**config.mk**
```make
export PLATFORM = sky130hd
export DESIGN_NAME = fb_muldiv
export DESIGN_NICKNAME = d
export VERILOG_FILES = /design/src/rtl/fb_muldiv_pkg.sv /design/src/rtl/fb_div_iter.sv /design/src/rtl/fb_muldiv.sv
export SDC_FILE = /design/constraint.sdc
export NUM_CORES = 1
export LEC_CHECK = 0
export BUFFER_PORTS_ARGS = -buffer_cell sky130_fd_sc_hd__buf_2
export CORE_MARGIN = 4
export CORE_UTILIZATION = 55
export DETAILED_ROUTE_END_ITERATION = 16
export PLACE_DENSITY = 0.85
export SETUP_SLACK_MARGIN = 0.02
export SLEW_MARGIN = 30
export SYNTH_ARGS = -nofsm -noshare
export SYNTH_HDL_FRONTEND = slang
export SYNTH_SLANG_ARGS = --single-unit
```
**constraint.sdc**
```tcl
create_clock -name clk -period 15.37 [get_ports clk]
set_input_delay 0.7685 -clock clk [delete_from_list [all_inputs] [get_ports clk]]
set_output_delay 0.7685 -clock clk [all_outputs]
set_load 0.02 [all_outputs]
```
**src/rtl/fb_muldiv_pkg.sv**
```systemverilog
// Shared constants, op encoding and decode helper for the RV32M multiply/divide unit.
// Holds the alu_control bit positions, FSM encodings and the divide-by-zero result.
package fb_muldiv_pkg;

  localparam int ALU_MUL    = 18;
  localparam int ALU_MULH   = 17;
  localparam int ALU_MULHSU = 16;
  localparam int ALU_MULHU  = 15;
  localparam int ALU_DIV    = 14;
  localparam int ALU_DIVU   = 13;
  localparam int ALU_REM    = 12;
  localparam int ALU_REMU   = 11;

  localparam logic [1:0] S_IDLE = 2'd0;
  localparam logic [1:0] S_CALC = 2'd1;
  localparam logic [1:0] S_DONE = 2'd2;

  localparam logic [31:0] DIV_ZERO_RESULT = 32'hFFFF_FFFF;
  localparam logic [4:0]  ITER_LAST       = 5'd31;

  typedef enum logic [2:0] {
    OP_MUL, OP_MULH, OP_MULHSU, OP_MULHU, OP_DIV, OP_DIVU, OP_REM, OP_REMU
  } op_e;

  // sel is alu_control[18:11]; the highest set bit wins.
  function automatic op_e decode_op(input logic [7:0] sel);
    op_e op;
    op = OP_REMU;
    if (sel[ALU_MUL-11])         op = OP_MUL;
    else if (sel[ALU_MULH-11])   op = OP_MULH;
    else if (sel[ALU_MULHSU-11]) op = OP_MULHSU;
    else if (sel[ALU_MULHU-11])  op = OP_MULHU;
    else if (sel[ALU_DIV-11])    op = OP_DIV;
    else if (sel[ALU_DIVU-11])   op = OP_DIVU;
    else if (sel[ALU_REM-11])    op = OP_REM;
    return op;
  endfunction

endpackage

```
**src/rtl/fb_div_iter.sv**
```systemverilog
// Radix-2 restoring divider on magnitudes; one quotient bit per step.
// final_result carries the sign-fixed (and divide-by-zero) answer for the current step.
module fb_div_iter (
  input  logic        clk,
  input  logic        rst_n,
  input  logic        step,
  input  logic        first,
  input  logic        is_signed,
  input  logic        want_rem,
  input  logic [31:0] dividend,
  input  logic [31:0] divisor,
  output logic [31:0] final_result
);
  import fb_muldiv_pkg::*;

  logic [31:0] rem_q, quo_q;
  logic [31:0] a_mag, b_mag, rem_cur, quo_cur, rem_nxt, quo_nxt;
  logic [32:0] shifted;
  logic        a_neg, b_neg, fits;

  // NOTE: every variable gets a value on every path, so no latch is inferred.
  always_comb begin
    a_neg   = is_signed & dividend[31];
    b_neg   = is_signed & divisor[31];
    a_mag   = a_neg ? -dividend : dividend;
    b_mag   = b_neg ? -divisor : divisor;
    // The first step seeds from the operands so no separate load cycle is needed.
    rem_cur = first ? '0 : rem_q;
    quo_cur = first ? a_mag : quo_q;
    shifted = {rem_cur, quo_cur[31]};
    fits    = shifted >= {1'b0, b_mag};
    rem_nxt = fits ? shifted[31:0] - b_mag : shifted[31:0];
    quo_nxt = {quo_cur[30:0], fits};
    if (divisor == '0)
      final_result = want_rem ? dividend : DIV_ZERO_RESULT;
    else if (want_rem)
      final_result = a_neg ? -rem_nxt : rem_nxt;
    else
      final_result = (a_neg ^ b_neg) ? -quo_nxt : quo_nxt;
  end

  // NOTE: sequential state uses non-blocking assignments only.
  always_ff @(posedge clk or negedge rst_n) begin
    if (!rst_n) begin
      rem_q <= '0;
      quo_q <= '0;
    end else if (step) begin
      rem_q <= rem_nxt;
      quo_q <= quo_nxt;
    end
  end

endmodule

```
**src/rtl/fb_muldiv.sv**
```systemverilog
// RV32M multiply/divide unit with valid/ready handshakes and an IDLE/CALC/DONE FSM.
// Define FB_MUL_FAST_EN for a single-cycle multiplier; default is 32-step shift-add.
module fb_muldiv #(
  parameter int XLEN = 32
) (
  input  logic            clk,
  input  logic            rst_n,
  input  logic            flush,
  input  logic            in_valid,
  output logic            in_ready,
  input  logic [18:0]     alu_control,
  input  logic [XLEN-1:0] src_a,
  input  logic [XLEN-1:0] src_b,
  output logic            out_valid,
  input  logic            out_ready,
  output logic [XLEN-1:0] result,
  output logic            busy
);
  import fb_muldiv_pkg::*;

  logic [1:0]      state;
  logic [4:0]      cnt, last_cnt;
  logic [XLEN-1:0] op_a, op_b;
  op_e             op;
  logic            accept, is_div, calc_last, first;
  logic            a_signed, b_signed;
  logic [31:0]     div_result, mul_result;
  logic [63:0]     product;
  logic            unused_ctrl;

  assign unused_ctrl = ^alu_control[10:0];

  assign in_ready  = (state == S_IDLE);
  assign out_valid = (state == S_DONE);
  assign busy      = (state != S_IDLE);
  // Flush beats a same-edge request.
  assign accept    = in_valid && in_ready && (alu_control[18:11] != '0) && !flush;
  assign is_div    = op inside {OP_DIV, OP_DIVU, OP_REM, OP_REMU};
  assign first     = (cnt == '0);
  assign a_signed  = (op == OP_MULH) || (op == OP_MULHSU);
  assign b_signed  = (op == OP_MULH);

`ifdef FB_MUL_FAST_EN
  logic signed [65:0] prod_full;
  logic               unused_prod;

  assign last_cnt    = is_div ? ITER_LAST : 5'd0;
  assign prod_full   = $signed({a_signed & op_a[31], op_a}) * $signed({b_signed & op_b[31], op_b});
  assign product     = prod_full[63:0];
  assign unused_prod = ^prod_full[65:64];
`else
  logic [31:0] mul_hi, mul_lo, ma_mag, mb_mag, hi_cur, lo_cur, hi_nxt, lo_nxt;
  logic [32:0] sum;
  logic [63:0] prod_mag;
  logic        m_neg;

  assign last_cnt = ITER_LAST;

  // Shift-add on magnitudes: {hi,lo} starts as {0,|b|} and shifts right each step.
  always_comb begin
    ma_mag   = (a_signed & op_a[31]) ? -op_a : op_a;
    mb_mag   = (b_signed & op_b[31]) ? -op_b : op_b;
    m_neg    = (a_signed & op_a[31]) ^ (b_signed & op_b[31]);
    hi_cur   = first ? '0 : mul_hi;
    lo_cur   = first ? mb_mag : mul_lo;
    sum      = {1'b0, hi_cur} + (lo_cur[0] ? {1'b0, ma_mag} : 33'd0);
    hi_nxt   = sum[32:1];
    lo_nxt   = {sum[0], lo_cur[31:1]};
    prod_mag = {hi_nxt, lo_nxt};
    product  = m_neg ? -prod_mag : prod_mag;
  end

  always_ff @(posedge clk or negedge rst_n) begin
    if (!rst_n) begin
      mul_hi <= '0;
      mul_lo <= '0;
    end else if (state == S_CALC && !is_div) begin
      mul_hi <= hi_nxt;
      mul_lo <= lo_nxt;
    end
  end
`endif

  assign mul_result = (op == OP_MUL) ? product[31:0] : product[63:32];
  assign calc_last  = (state == S_CALC) && (cnt == last_cnt);

  fb_div_iter u_div (
    .clk          (clk),
    .rst_n        (rst_n),
    .step         ((state == S_CALC) && is_div),
    .first        (first),
    .is_signed    ((op == OP_DIV) || (op == OP_REM)),
    .want_rem     ((op == OP_REM) || (op == OP_REMU)),
    .dividend     (op_a),
    .divisor      (op_b),
    .final_result (div_result)
  );

  // NOTE: operand and result registers are reset as well, so outputs are defined straight out of reset.
  always_ff @(posedge clk or negedge rst_n) begin
    if (!rst_n) begin
      state  <= S_IDLE;
      cnt    <= '0;
      op_a   <= '0;
      op_b   <= '0;
      op     <= OP_MUL;
      result <= '0;
    end else if (flush) begin
      state <= S_IDLE;
      cnt   <= '0;
    end else begin
      case (state)
        S_IDLE: if (accept) begin
          state <= S_CALC;
          cnt   <= '0;
          op_a  <= src_a;
          op_b  <= src_b;
          op    <= decode_op(alu_control[18:11]);
        end
        S_CALC: if (calc_last) begin
          state  <= S_DONE;
          cnt    <= '0;
          result <= is_div ? div_result : mul_result;
        end else begin
          cnt <= cnt + 5'd1;
        end
        S_DONE: if (out_ready) state <= S_IDLE;
        default: state <= S_IDLE;
      endcase
    end
  end

endmodule

```
==> run summary <==
Max Fclk: 0.114 GHz
Die Ht: 203 µm
P per Cell Area: 154 mW/mm²
Worst VDD drop: 0.0973 mV
Vias post-DR: 21.2k
Top cells by area, synth: dfrtp_1, o21ai_0, nand2_1
Number of synthesized flops with an enable pin: 0
#FFs+latches synth: 234
Crit path from: op_a[3]
Worst min-delay path category: input pin to asynchronous set/reset pin
Synth Cell Area: 0.0208 mm²
Status: completed
Hold Vio Cnt, Final: 0
Final setup vio count: 0
Hold-fix buffers, CTS: 0
GRT Util Overall: 34.0%
Sequential Area: 0.00586 mm²
DP Area: 0.0215 mm²
Tot Pwr: 3.47 mW
Initial antenna violation count: 0
Crit. End Element: register
Data required time of the worst path: 15.86 ns
Area of the multi-input gates: 0.0142 mm²
DRC: 0
Clock Path Buffers: 3
Syn. warnings: 0
Count leader, synth: nand2_1
Setup TNS: 0 ns
Post-synth top area cell: dfrtp_1
Clock skew: 0.0317 ns
Post-synthesis sequential area ratio: 28.1%
Minimum clock period: 8.80 ns
Post-CTS resize count: 0
Reg2Reg Depth: 26
Dominant synthesized flop cell: dfrtp_1
# diodes: 0
Leak: 9.73 nW
Sink Count: 234
Crit-path max cell delay: 0.77 ns
Vias per cell: 6.78
FF-to-FF Start: op_a[3]
Synth top area share: 28.1%
Arr. time, crit path: 9.29 ns
Mean post-synth cell area: 7.99 µm²
Critical Path Source Type: register
Setup Buffers After CTS: 0
Max-cap violations: 0
Num rows: 71
Synthesis-to-finish area growth: 8.32%
Slew Viols, Final: 0
CP Max Fanout: 42
Clock transition at path regs: 0.06 ns
# fillers: 3293
R2r endpoint: result[16]
Worst Max-Slew Pin Slew: 1.03 ns
DPL Wire Length: 54300 µm
Setup crit end: result[16]
Max H-tree Level: 1
CTS tree: yes
CP max stage cell: or4_4
Final Instance Area: 0.0226 mm²
Core ar.: 0.0375 mm²
Die Width: 203 µm
RSZ-0062 raised after global routing: no
Congestion Overflow GR: 0
R2R setup slack: 6.57 ns
Detail Route Antenna Nets: 0
Setup CP Type: register to register
Worst-skew pair later-pin latency: 0.58 ns
Mapped Cells: 2606
Starting Density: 55.5%
Async SR Flop Fraction: 100%
Share of cells above drive strength 1: 13.1%
Initial drt markers: 3124
Avg WL per Cell: 23.4 µm
Netlist cell types: 106
Tcrit/Tclk final: 57.2%
Routed WL: 73000 µm
Max_slew headroom: 31.4%
Post-synth top cells: nand2_1, o21ai_0, dfrtp_1
Crit path top cell by count: a21oi_1
Detailed Routing Iterations Pass 1: 8
TritonCTS buffer count: 28
CTS root buf: clkbuf_16
Syn_nets: 2768
Total Nets Final: 2753
Global placer's final weighted congestion: 1.04
Die area: 0.0410 mm²
Global-route wire length before repair: 112000 µm
Largest net degree at the start of global routing: 121
Number of global-route vias before repair: 19.7k
Num ports: 123
Number of port buffers: 111
==> kinds of logic (layout without fill, tap and decap cells) <==
family                     Yosys count  after routing  share of synthesized area, %
buffers and inverters              218            225                          4.15
muxes                              136            136                          7.17
DFF                                234            234                          28.1
adders and majority gates           74             74                          4.52
AOI/OAI and AO/OA                  794            794                          24.2
xor gates and xnor gates           241            241                          10.2
and+or+nand+nor                    909            909                          21.7
==> how the worst min path moves through the flow <==
stage	from	end	slack, ns
CTS	rst_n	mul_hi[17]	0.24
finish	rst_n	mul_hi[15]	0.18
detailed placement	mul_hi[4]	mul_hi[4]	0.46
global placement	mul_hi[20]	mul_hi[20]	0.46
global route	rst_n	mul_hi[16]	0.25
floorplan	mul_hi[15]	mul_hi[15]	0.44
==> sequential cells by signal (all words and copies together) (netlist names), 5 cells and up <==
| register | count |
|---|---|
| mul_hi | 32 |
| mul_lo | 32 |
| op_a | 32 |
| op_b | 32 |
| result | 32 |
| u_div.quo_q | 32 |
| u_div.rem_q | 32 |
| cnt | 5 |
==> layer usage <==
metal / GRT usage (%) / wire length, µm
met1: 45.2 / 28700
met3: 8.77 / 8300
met5: 0 / 0
met2: 53.7 / 32400
met4: 12.5 / 3650
==> where the power goes <==
part	total (mW)	internal (mW)	leakage, nW	switching [mW]
registers	0.978	0.775	3.01	0.204
logic	1.78	0.615	6.24	1.17
clock network	0.711	0.420	0.477	0.291
==> layout make-up <==
type / instances / area share [%]
multi-input cells: 2154 / 62.9
flip-flops and latches: 234 / 26.0
clock buffers: 38 / 3.59
repair buffers: 132 / 3.27
well taps: 511 / 2.83
clock inverters: 14 / 0.749
inverters: 41 / 0.682
==> critical path, delay by kind of cell (launching register included) <==
kind,cells,cell delay (ns)
DFF,1,0.52
muxes,1,0.35
adders and majority gates,2,0.52
xor gates and xnor gates,1,0.40
and+or+nand+nor,11,3.97
AOI/OAI and AO/OA,10,2.60
buffers and inverters,1,0.33
==> cell usage in the layout (no fill, tap or decap), types with 19 or more instances in the layout <==
cell / instances
nand4_1: 34
o21ai_0: 248
o31ai_1: 39
o21a_1: 22
clkbuf_16: 29
nand2_1: 324
and2_1: 75
nor2_1: 204
o21ai_1: 21
buf_2: 110
mux2i_1: 46
nor4_1: 30
ha_1: 72
a211oi_1: 20
o211ai_1: 20
nor3_1: 50
xor2_1: 129
xnor2_1: 109
or3_1: 29
inv_1: 40
a21o_1: 25
dfrtp_1: 234
nand3_1: 38
a31oi_1: 47
and3_1: 19
mux2_2: 85
a21oi_1: 186
==> per-stage QoR <==
step | hold WS, ns | instances | utilization, % | setup slack, ns
finish | 0.181 | 3124 | 60.2 | 6.57
global route | 0.250 | 3124 | 60.2 | 5.97
CTS | 0.239 | 3124 | 60.1 | 6.89
detailed placement | 0.463 | 3072 | 57.5 | 6.94
global placement | 0.455 | 3072 | 57.5 | 7.20
floorplan | 0.440 | 2606 | - | 8.27
Note: power is estimated with default switching activity, not from simulation.
